## config.mk

```make
export PLATFORM = sky130hd
export DESIGN_NAME = bist_session_manager
export DESIGN_NICKNAME = d
export VERILOG_FILES = /design/src/rtl/bist_pkg.sv /design/src/rtl/bist_watchdog.sv /design/src/rtl/bist_session_manager.sv
export SDC_FILE = /design/constraint.sdc
export NUM_CORES = 1
export LEC_CHECK = 0
export ABC_AREA = 0
export BUFFER_PORTS_ARGS = -buffer_cell sky130_fd_sc_hd__buf_2
export CORE_MARGIN = 8
export CORE_UTILIZATION = 55
export CTS_CLUSTER_SIZE = 30
export DETAILED_ROUTE_END_ITERATION = 16
export GPL_TIMING_DRIVEN = 0
export MAX_ROUTING_LAYER = met4
export PLACE_DENSITY = 0.78
export SLEW_MARGIN = 30
export SYNTH_ARGS = -nofsm -noshare
export SYNTH_HDL_FRONTEND = slang
export SYNTH_SLANG_ARGS = --single-unit
```

## constraint.sdc

```tcl
create_clock -name clock_i -period 2 [get_ports clock_i]
set_input_delay 0.6 -clock clock_i [delete_from_list [all_inputs] [get_ports clock_i]]
set_output_delay 0.6 -clock clock_i [all_outputs]
set_load 0.1 [all_outputs]
```

## src/rtl/bist_pkg.sv

```systemverilog
// ---------------------------------------------------------------------------
// bist_pkg: shared state encoding, default parameters and clog2 helper.
// Rev 1.0
// ---------------------------------------------------------------------------
`default_nettype none

package bist_pkg;

    typedef enum logic [2:0] {
        IDLE     = 3'd0,
        ARM_AUTO = 3'd1,
        RST      = 3'd2,
        START    = 3'd3,
        WAIT_END = 3'd4,
        EVAL     = 3'd5,
        REPORT   = 3'd6
    } state_e;

    localparam int unsigned MISR_BITS_DEF       = 8;
    localparam logic [7:0]  SIGNATURE_VALID_DEF = 8'hF9;
    localparam int unsigned TIMEOUT_CYCLES_DEF  = 64;

    function automatic int unsigned clog2(input int unsigned value);
        int unsigned res;
        int unsigned rem;
        res = 0;
        rem = (value > 0) ? value - 1 : 0;
        while (rem > 0) begin
            res = res + 1;
            rem = rem >> 1;
        end
        return res;
    endfunction

endpackage

`default_nettype wire

```

## src/rtl/bist_watchdog.sv

```systemverilog
// ---------------------------------------------------------------------------
// bist_watchdog: loadable down-counter with clear/enable; expired at zero.
// Rev 1.0
// ---------------------------------------------------------------------------
`default_nettype none

module bist_watchdog #(
    parameter int unsigned WIDTH = 7
) (
    input  logic             clk_i,
    input  logic             rst_ni,
    input  logic             clr_i,
    input  logic             load_i,
    input  logic [WIDTH-1:0] load_val_i,
    input  logic             en_i,
    output logic             expired_o
);

    logic [WIDTH-1:0] count_q;
    logic [WIDTH-1:0] count_d;

    // Decrement stops at zero so the counter can never wrap.
    always_comb begin
        count_d = count_q;
        if (load_i) begin
            count_d = load_val_i;
        end else if (clr_i) begin
            count_d = '0;
        end else if (en_i && (count_q != '0)) begin
            count_d = count_q - 1'b1;
        end
    end

    always_ff @(posedge clk_i or negedge rst_ni) begin
        if (!rst_ni) begin
            count_q <= '0;
        end else begin
            count_q <= count_d;
        end
    end

    assign expired_o = (count_q == '0);

endmodule

`default_nettype wire

```

## src/rtl/bist_session_manager.sv

```systemverilog
// ---------------------------------------------------------------------------
// bist_session_manager: launches, watches and retries BIST sessions on the top.
// Optional BIST_LOCAL_CHECK_EN: verdict from local signature compare. Rev 1.0
// ---------------------------------------------------------------------------
`default_nettype none

module bist_session_manager
    import bist_pkg::*;
#(
    parameter int unsigned          MISR_BITS       = MISR_BITS_DEF,
    parameter logic [MISR_BITS-1:0] SIGNATURE_VALID = SIGNATURE_VALID_DEF,
    parameter int unsigned          TIMEOUT_CYCLES  = TIMEOUT_CYCLES_DEF,
    parameter int unsigned          MAX_RETRIES     = 2,
    parameter int unsigned          RST_CYCLES      = 2
) (
    input  logic                 clock_i,
    input  logic                 reset_ni,
    input  logic                 run_req_i,
    input  logic                 auto_start_i,
    input  logic                 bist_end_i,
    input  logic                 pass_fail_i,
    input  logic [MISR_BITS-1:0] signature_in_i,
    output logic                 dut_reset_o,
    output logic                 bist_start_o,
    output logic                 busy_o,
    output logic                 done_o,
    output logic                 result_pass_o,
    output logic                 timeout_err_o,
    output logic [1:0]           attempts_o,
    output logic [MISR_BITS-1:0] sig_captured_o
);

    localparam int unsigned TO_W = clog2(TIMEOUT_CYCLES) + 1;
    localparam int unsigned RS_W = clog2(RST_CYCLES) + 1;
    localparam int unsigned WD_W = (TO_W > RS_W) ? TO_W : RS_W;
    localparam logic [WD_W-1:0] C_WD_TIMEOUT = WD_W'(TIMEOUT_CYCLES - 1);
    localparam logic [WD_W-1:0] C_WD_RST     = WD_W'(RST_CYCLES - 1);

    state_e               state_q, state_d;
    logic                 first_edge_q, hold_q, hold_d;
    logic [1:0]           attempts_q, attempts_d;
    logic                 armed_q, armed_d;
    logic                 verdict_q, verdict_d;
    logic                 tout_q, tout_d;
    logic [MISR_BITS-1:0] sig_q, sig_d;
    logic                 result_pass_q, result_pass_d;
    logic                 timeout_err_q, timeout_err_d;
    logic [MISR_BITS-1:0] sig_captured_q, sig_captured_d;

    logic            wd_clr, wd_load, wd_en, wd_expired, go_report, verdict_now;
    logic [WD_W-1:0] wd_val;

`ifdef BIST_LOCAL_CHECK_EN
    assign verdict_now = (signature_in_i == SIGNATURE_VALID);
    logic unused_pass_fail;
    assign unused_pass_fail = pass_fail_i;
`else
    assign verdict_now = pass_fail_i;
    logic unused_sig_valid;
    assign unused_sig_valid = ^SIGNATURE_VALID;
`endif

    bist_watchdog #(
        .WIDTH (WD_W)
    ) u_watchdog (
        .clk_i      (clock_i),
        .rst_ni     (reset_ni),
        .clr_i      (wd_clr),
        .load_i     (wd_load),
        .load_val_i (wd_val),
        .en_i       (wd_en),
        .expired_o  (wd_expired)
    );

    always_comb begin
        state_d        = state_q;
        hold_d         = hold_q;
        attempts_d     = attempts_q;
        armed_d        = armed_q;
        verdict_d      = verdict_q;
        tout_d         = tout_q;
        sig_d          = sig_q;
        result_pass_d  = result_pass_q;
        timeout_err_d  = timeout_err_q;
        sig_captured_d = sig_captured_q;
        wd_clr         = 1'b0;
        wd_load        = 1'b0;
        wd_en          = 1'b0;
        wd_val         = C_WD_RST;
        go_report      = 1'b0;

        case (state_q)
            IDLE: begin
                wd_clr = 1'b1;
                if (first_edge_q && auto_start_i) begin
                    state_d = ARM_AUTO;
                end else if (run_req_i) begin
                    state_d       = RST;
                    wd_load       = 1'b1;
                    attempts_d    = 2'd0;
                    result_pass_d = 1'b0;
                    timeout_err_d = 1'b0;
                end
            end
            ARM_AUTO: begin
                state_d       = RST;
                wd_load       = 1'b1;
                attempts_d    = 2'd0;
                result_pass_d = 1'b0;
                timeout_err_d = 1'b0;
            end
            RST: begin
                wd_en = 1'b1;
                if (wd_expired) begin
                    state_d = START;
                    hold_d  = 1'b0;
                    if (attempts_q != 2'd3) begin
                        attempts_d = attempts_q + 2'd1;
                    end
                end
            end
            START: begin
                state_d   = WAIT_END;
                wd_load   = 1'b1;
                wd_val    = C_WD_TIMEOUT;
                armed_d   = ~bist_end_i;
                verdict_d = 1'b0;
                tout_d    = 1'b0;
                sig_d     = '0;
            end
            WAIT_END: begin
                wd_en = 1'b1;
                if (!bist_end_i) begin
                    armed_d = 1'b1;
                end
                // A completion on the last counted cycle beats the timeout.
                if (bist_end_i && armed_q) begin
                    state_d   = EVAL;
                    verdict_d = verdict_now;
                    sig_d     = signature_in_i;
                end else if (wd_expired) begin
                    state_d = EVAL;
                    tout_d  = 1'b1;
                end
            end
            EVAL: begin
                if (verdict_q && !tout_q) begin
                    go_report = 1'b1;
                end else if (32'(attempts_q) <= MAX_RETRIES) begin
                    state_d = RST;
                    wd_load = 1'b1;
                end else begin
                    go_report = 1'b1;
                end
            end
            REPORT: begin
                state_d = IDLE;
            end
            default: begin
                state_d = IDLE;
            end
        endcase

        if (go_report) begin
            state_d        = REPORT;
            result_pass_d  = verdict_q && !tout_q;
            timeout_err_d  = tout_q;
            sig_captured_d = sig_q;
        end
    end

    always_ff @(posedge clock_i or negedge reset_ni) begin
        if (!reset_ni) begin
            state_q        <= IDLE;
            first_edge_q   <= 1'b1;
            hold_q         <= 1'b1;
            attempts_q     <= 2'd0;
            armed_q        <= 1'b0;
            verdict_q      <= 1'b0;
            tout_q         <= 1'b0;
            sig_q          <= '0;
            result_pass_q  <= 1'b0;
            timeout_err_q  <= 1'b0;
            sig_captured_q <= '0;
        end else begin
            state_q        <= state_d;
            first_edge_q   <= 1'b0;
            hold_q         <= hold_d;
            attempts_q     <= attempts_d;
            armed_q        <= armed_d;
            verdict_q      <= verdict_d;
            tout_q         <= tout_d;
            sig_q          <= sig_d;
            result_pass_q  <= result_pass_d;
            timeout_err_q  <= timeout_err_d;
            sig_captured_q <= sig_captured_d;
        end
    end

    assign dut_reset_o    = hold_q || (state_q == RST);
    assign bist_start_o   = (state_q == START) || (state_q == WAIT_END);
    assign busy_o         = (state_q != IDLE);
    assign done_o         = (state_q == REPORT);
    assign result_pass_o  = result_pass_q;
    assign timeout_err_o  = timeout_err_q;
    assign attempts_o     = attempts_q;
    assign sig_captured_o = sig_captured_q;

endmodule

`default_nettype wire

```

==> flow_metrics.py <==
metrics = {
    "timing": {
        "max_freq_mhz": 470,
        "fin_ws_ns": -0.129,
        "rsz0062_at_grt": "yes",
        "drv_slew": 0,
        "setup-violations-final": 4,
        "clock_skew_ns": 0.00813,
        "hold_viol_final": 0,
        "holdWs_ns": 0.327,
        "worstMarginPinSlew_ns": 0.760,
        "period_share_pct": 106,
        "max_slew_margin_pct": 49.3,
        "finalCriticalPeriod_ns": 2.13,
    },
    "floorplanning": {
        "fp.dieW_um": 71.7,
        "io_pins": 30,
        "die_area_um2": 5150,
        "core_um2": 3000,
        "start_util_pct": 56.9,
        "dieHeight_um": 71.7,
        "rows": 20,
    },
    "grt": {
        "grt_pass1_wl_um": 7150,
        "grt_max_degree": 36,
        "grt_pass1_vias": 1539,
        "gr-usage-all-layers_pct": 17.8,
        "grt-ovfl-total": 0,
        "antenna_found_initial": 0,
    },
    "detailed_routing": {
        "wl_per_cell_um": 15.9,
        "num_vias": 1517,
        "drc": 0,
        "drt-initial-drc-count": 94,
        "ant_nets": 0,
        "totalWireLength_um": 4100,
        "via_per_inst": 5.88,
        "drt_pass1_iterations": 5,
    },
    "cts": {
        "cts_sinks": 35,
        "clkTransAtPathRegs_ns": 0.10,
        "ctsHoldBuffers": 0,
        "cts_root_buffer": "clkbuf_4",
        "htree_levels": 2,
        "clk_path_buf_depth": 2,
        "insertion_delay_ns": 0.34,
        "cts_tree": "done",
        "cts_buffers": 5,
    },
    "layout": {
        "nets": 241,
        "final_cell_mix": "dfrtp_1 (28), buf_2 (26), o21ai_0 (21), nand2_1 (20)",
        "layout.cells.non_filler": 258,
        "final_common_cell": "dfrtp_1",
        "area_delta_synth_final_pct": 28.7,
        "layout-drive-gt1-share_pct": 33.8,
        "fin_util_pct": 73.3,
        "n_fill_cell": 219,
        "diodes": 0,
    },
    "hold_path": {
        "hp-class": "primary input to asynchronous set/reset pin",
    },
    "worst_setup_path": {
        "worstPathArrival_ns": 1.53,
        "cpLargestDelayFamily": "flip-flops",
        "end_kind": "primary output",
        "critPathMaxFanout": 6,
        "cp_slowest_cell": "dfrtp_2",
        "path_cells": "and3b_2, nor2_4, clkinvlp_4, buf_8",
        "crit_path_max_incr_delay_ns": 0.49,
        "crit_buf_inv": 2,
        "required_ns": 1.40,
        "crit_path_start_kind": "flop",
        "critPathKind": "flop to primary output",
    },
    "synth": {
        "ys_warn_count": 0,
        "ys_seq_area_share_pct": 51.4,
        "synth_nets": 194,
        "yosys.area.top_type_share_pct": 48.3,
        "avgSynthCellArea_um2": 9.66,
        "synth.largest_area_cell": "dfrtp_1",
        "synth_cells": 177,
        "ys_ff_latch": 35,
        "synth_area_leaders": "dfrtp_1 (48%), o21ai_0 (6.1%), nand2_1 (4.4%)",
        "synth-edff-count": 0,
        "synth_top_flop_cell": "dfrtp_1",
        "ys_types": 51,
        "async_flop_share_pct": 100,
        "synth_area_um2": 1710,
    },
    "placed_design": {
        "portBuffers": 29,
        "dpl.cell_count": 239,
        "gp_congestion": 0.957,
        "place_hpwl_um": 2820,
    },
    "power_and_ir_drop": {
        "peakVddDrop_mv": 1.03,
        "p_leak_nw": 1.06,
        "powerDensity_nw_per_um2": 1770,
        "totalPowerFinal_mw": 3.88,
    },
    "flow_run": {
        "cap_viol_max_count": 0,
    },
    "run_status": {
        "status": "finished with violations",
        "violations": "negative setup slack",
    },
}
[cells by family (layout without fill, tap and decap cells)]
kind of cell	count (synthesis)	count (layout)	synth area share, %
buffers and inverters	24	72	6.08
multiplexers	2	2	1.17
XOR/XNOR	2	2	1.46
adder cells (fa/ha/maj)	3	3	2.20
flip-flops	35	35	51.4
other	1	1	0.219
AND/OR/NAND/NOR	61	61	18.2
AO/OA/AOI/OAI	49	49	19.3
[registers in the layout, summed over array words and instances (netlist names)]
name,flops
armed_q,1
first_edge_q,1
sig_captured_o,8
state_q,3
tout_q,1
timeout_err_o,1
verdict_q,1
hold_q,1
result_pass_o,1
sig_q,8
attempts_o,2
u_watchdog.count_q,7
[timing repair]
item	in CTS	in global routing
gates resized for setup	26	7
pin swaps	2	2
setup endpoints to repair	15	11
buffers inserted	7	6
[where the power goes]
part,internal (mW),switching [mW],total (mW)
clock,0.207,0.227,0.434
combinational,0.923,1.46,2.38
sequential,0.908,0.164,1.07
total,2.04,1.85,3.88
[area by class of cell]
type                       instances  area, um2  area share (%)
timing repair buffer              42        298            13.5
sequential                        35        885            40.2
tap                               33       41.3            1.88
buffer                             7       51.3            2.33
inverter                          15       60.1            2.73
multi-input combinational        118        796            36.2
clock buffer                       8       68.8            3.13
[layer usage]
metal / vias to the layer above / share of wire, % / track usage, %
met5: - / 0 / -
met2: 59 / 51 / 27.9
li1: 717 / - / -
met3: 7 / 6.1 / 5.72
met1: 734 / 42 / 21.2
met4: 0 / 1.2 / 5.90
[cells in the mapped netlist, types with 3 or more instances]
cell type   n
nand2_1    20
buf_2       4
nor2_1      8
ha_1        3
inv_1      15
dfrtp_1    33
o21ai_0    21
a21oi_1     3
a31oi_1     3
nand3_1    14
[worst register-to-register path: stages, from the launching register on]
cell	delay [ns]
dfrtp_2	0.47
buf_6	0.14
buf_4	0.15
xnor2_2	0.16
a211o_1	0.32
or4_1	0.47
nand2_1	0.07
[stage by stage]
stage	cell area, um2	TNS, ns	worst slack [ns]
final	2200	-0.417	-0.129
after global routing	2200	-0.669	-0.191
after CTS	2120	-0.498	-0.146
after detailed placement	1920	-1.86	-0.183
after global placement	1920	-0.772	-0.148
after floorplan	1740	-0.0466	-0.0466
[path summary, 6_finish.rpt]
check	start	cells after the start	slack [ns]	end
max	state_q[0]$_DFFE_PN0P_	4	-0.13	bist_start_o
min	reset_ni	1	0.33	u_watchdog.count_q[6]$_DFFE_PN0P_
max reg2reg	state_q[1]$_DFFE_PN0P_	6	0.16	u_watchdog.count_q[6]$_DFFE_PN0P_
min reg2reg	hold_q$_DFFE_PN1P_	1	0.46	hold_q$_DFFE_PN1P_
max in group asynchronous	reset_ni	1	1.15	state_q[2]$_DFFE_PN0P_
min in group clock_i	hold_q$_DFFE_PN1P_	1	0.46	hold_q$_DFFE_PN1P_
(Power assumes the default switching activity.)
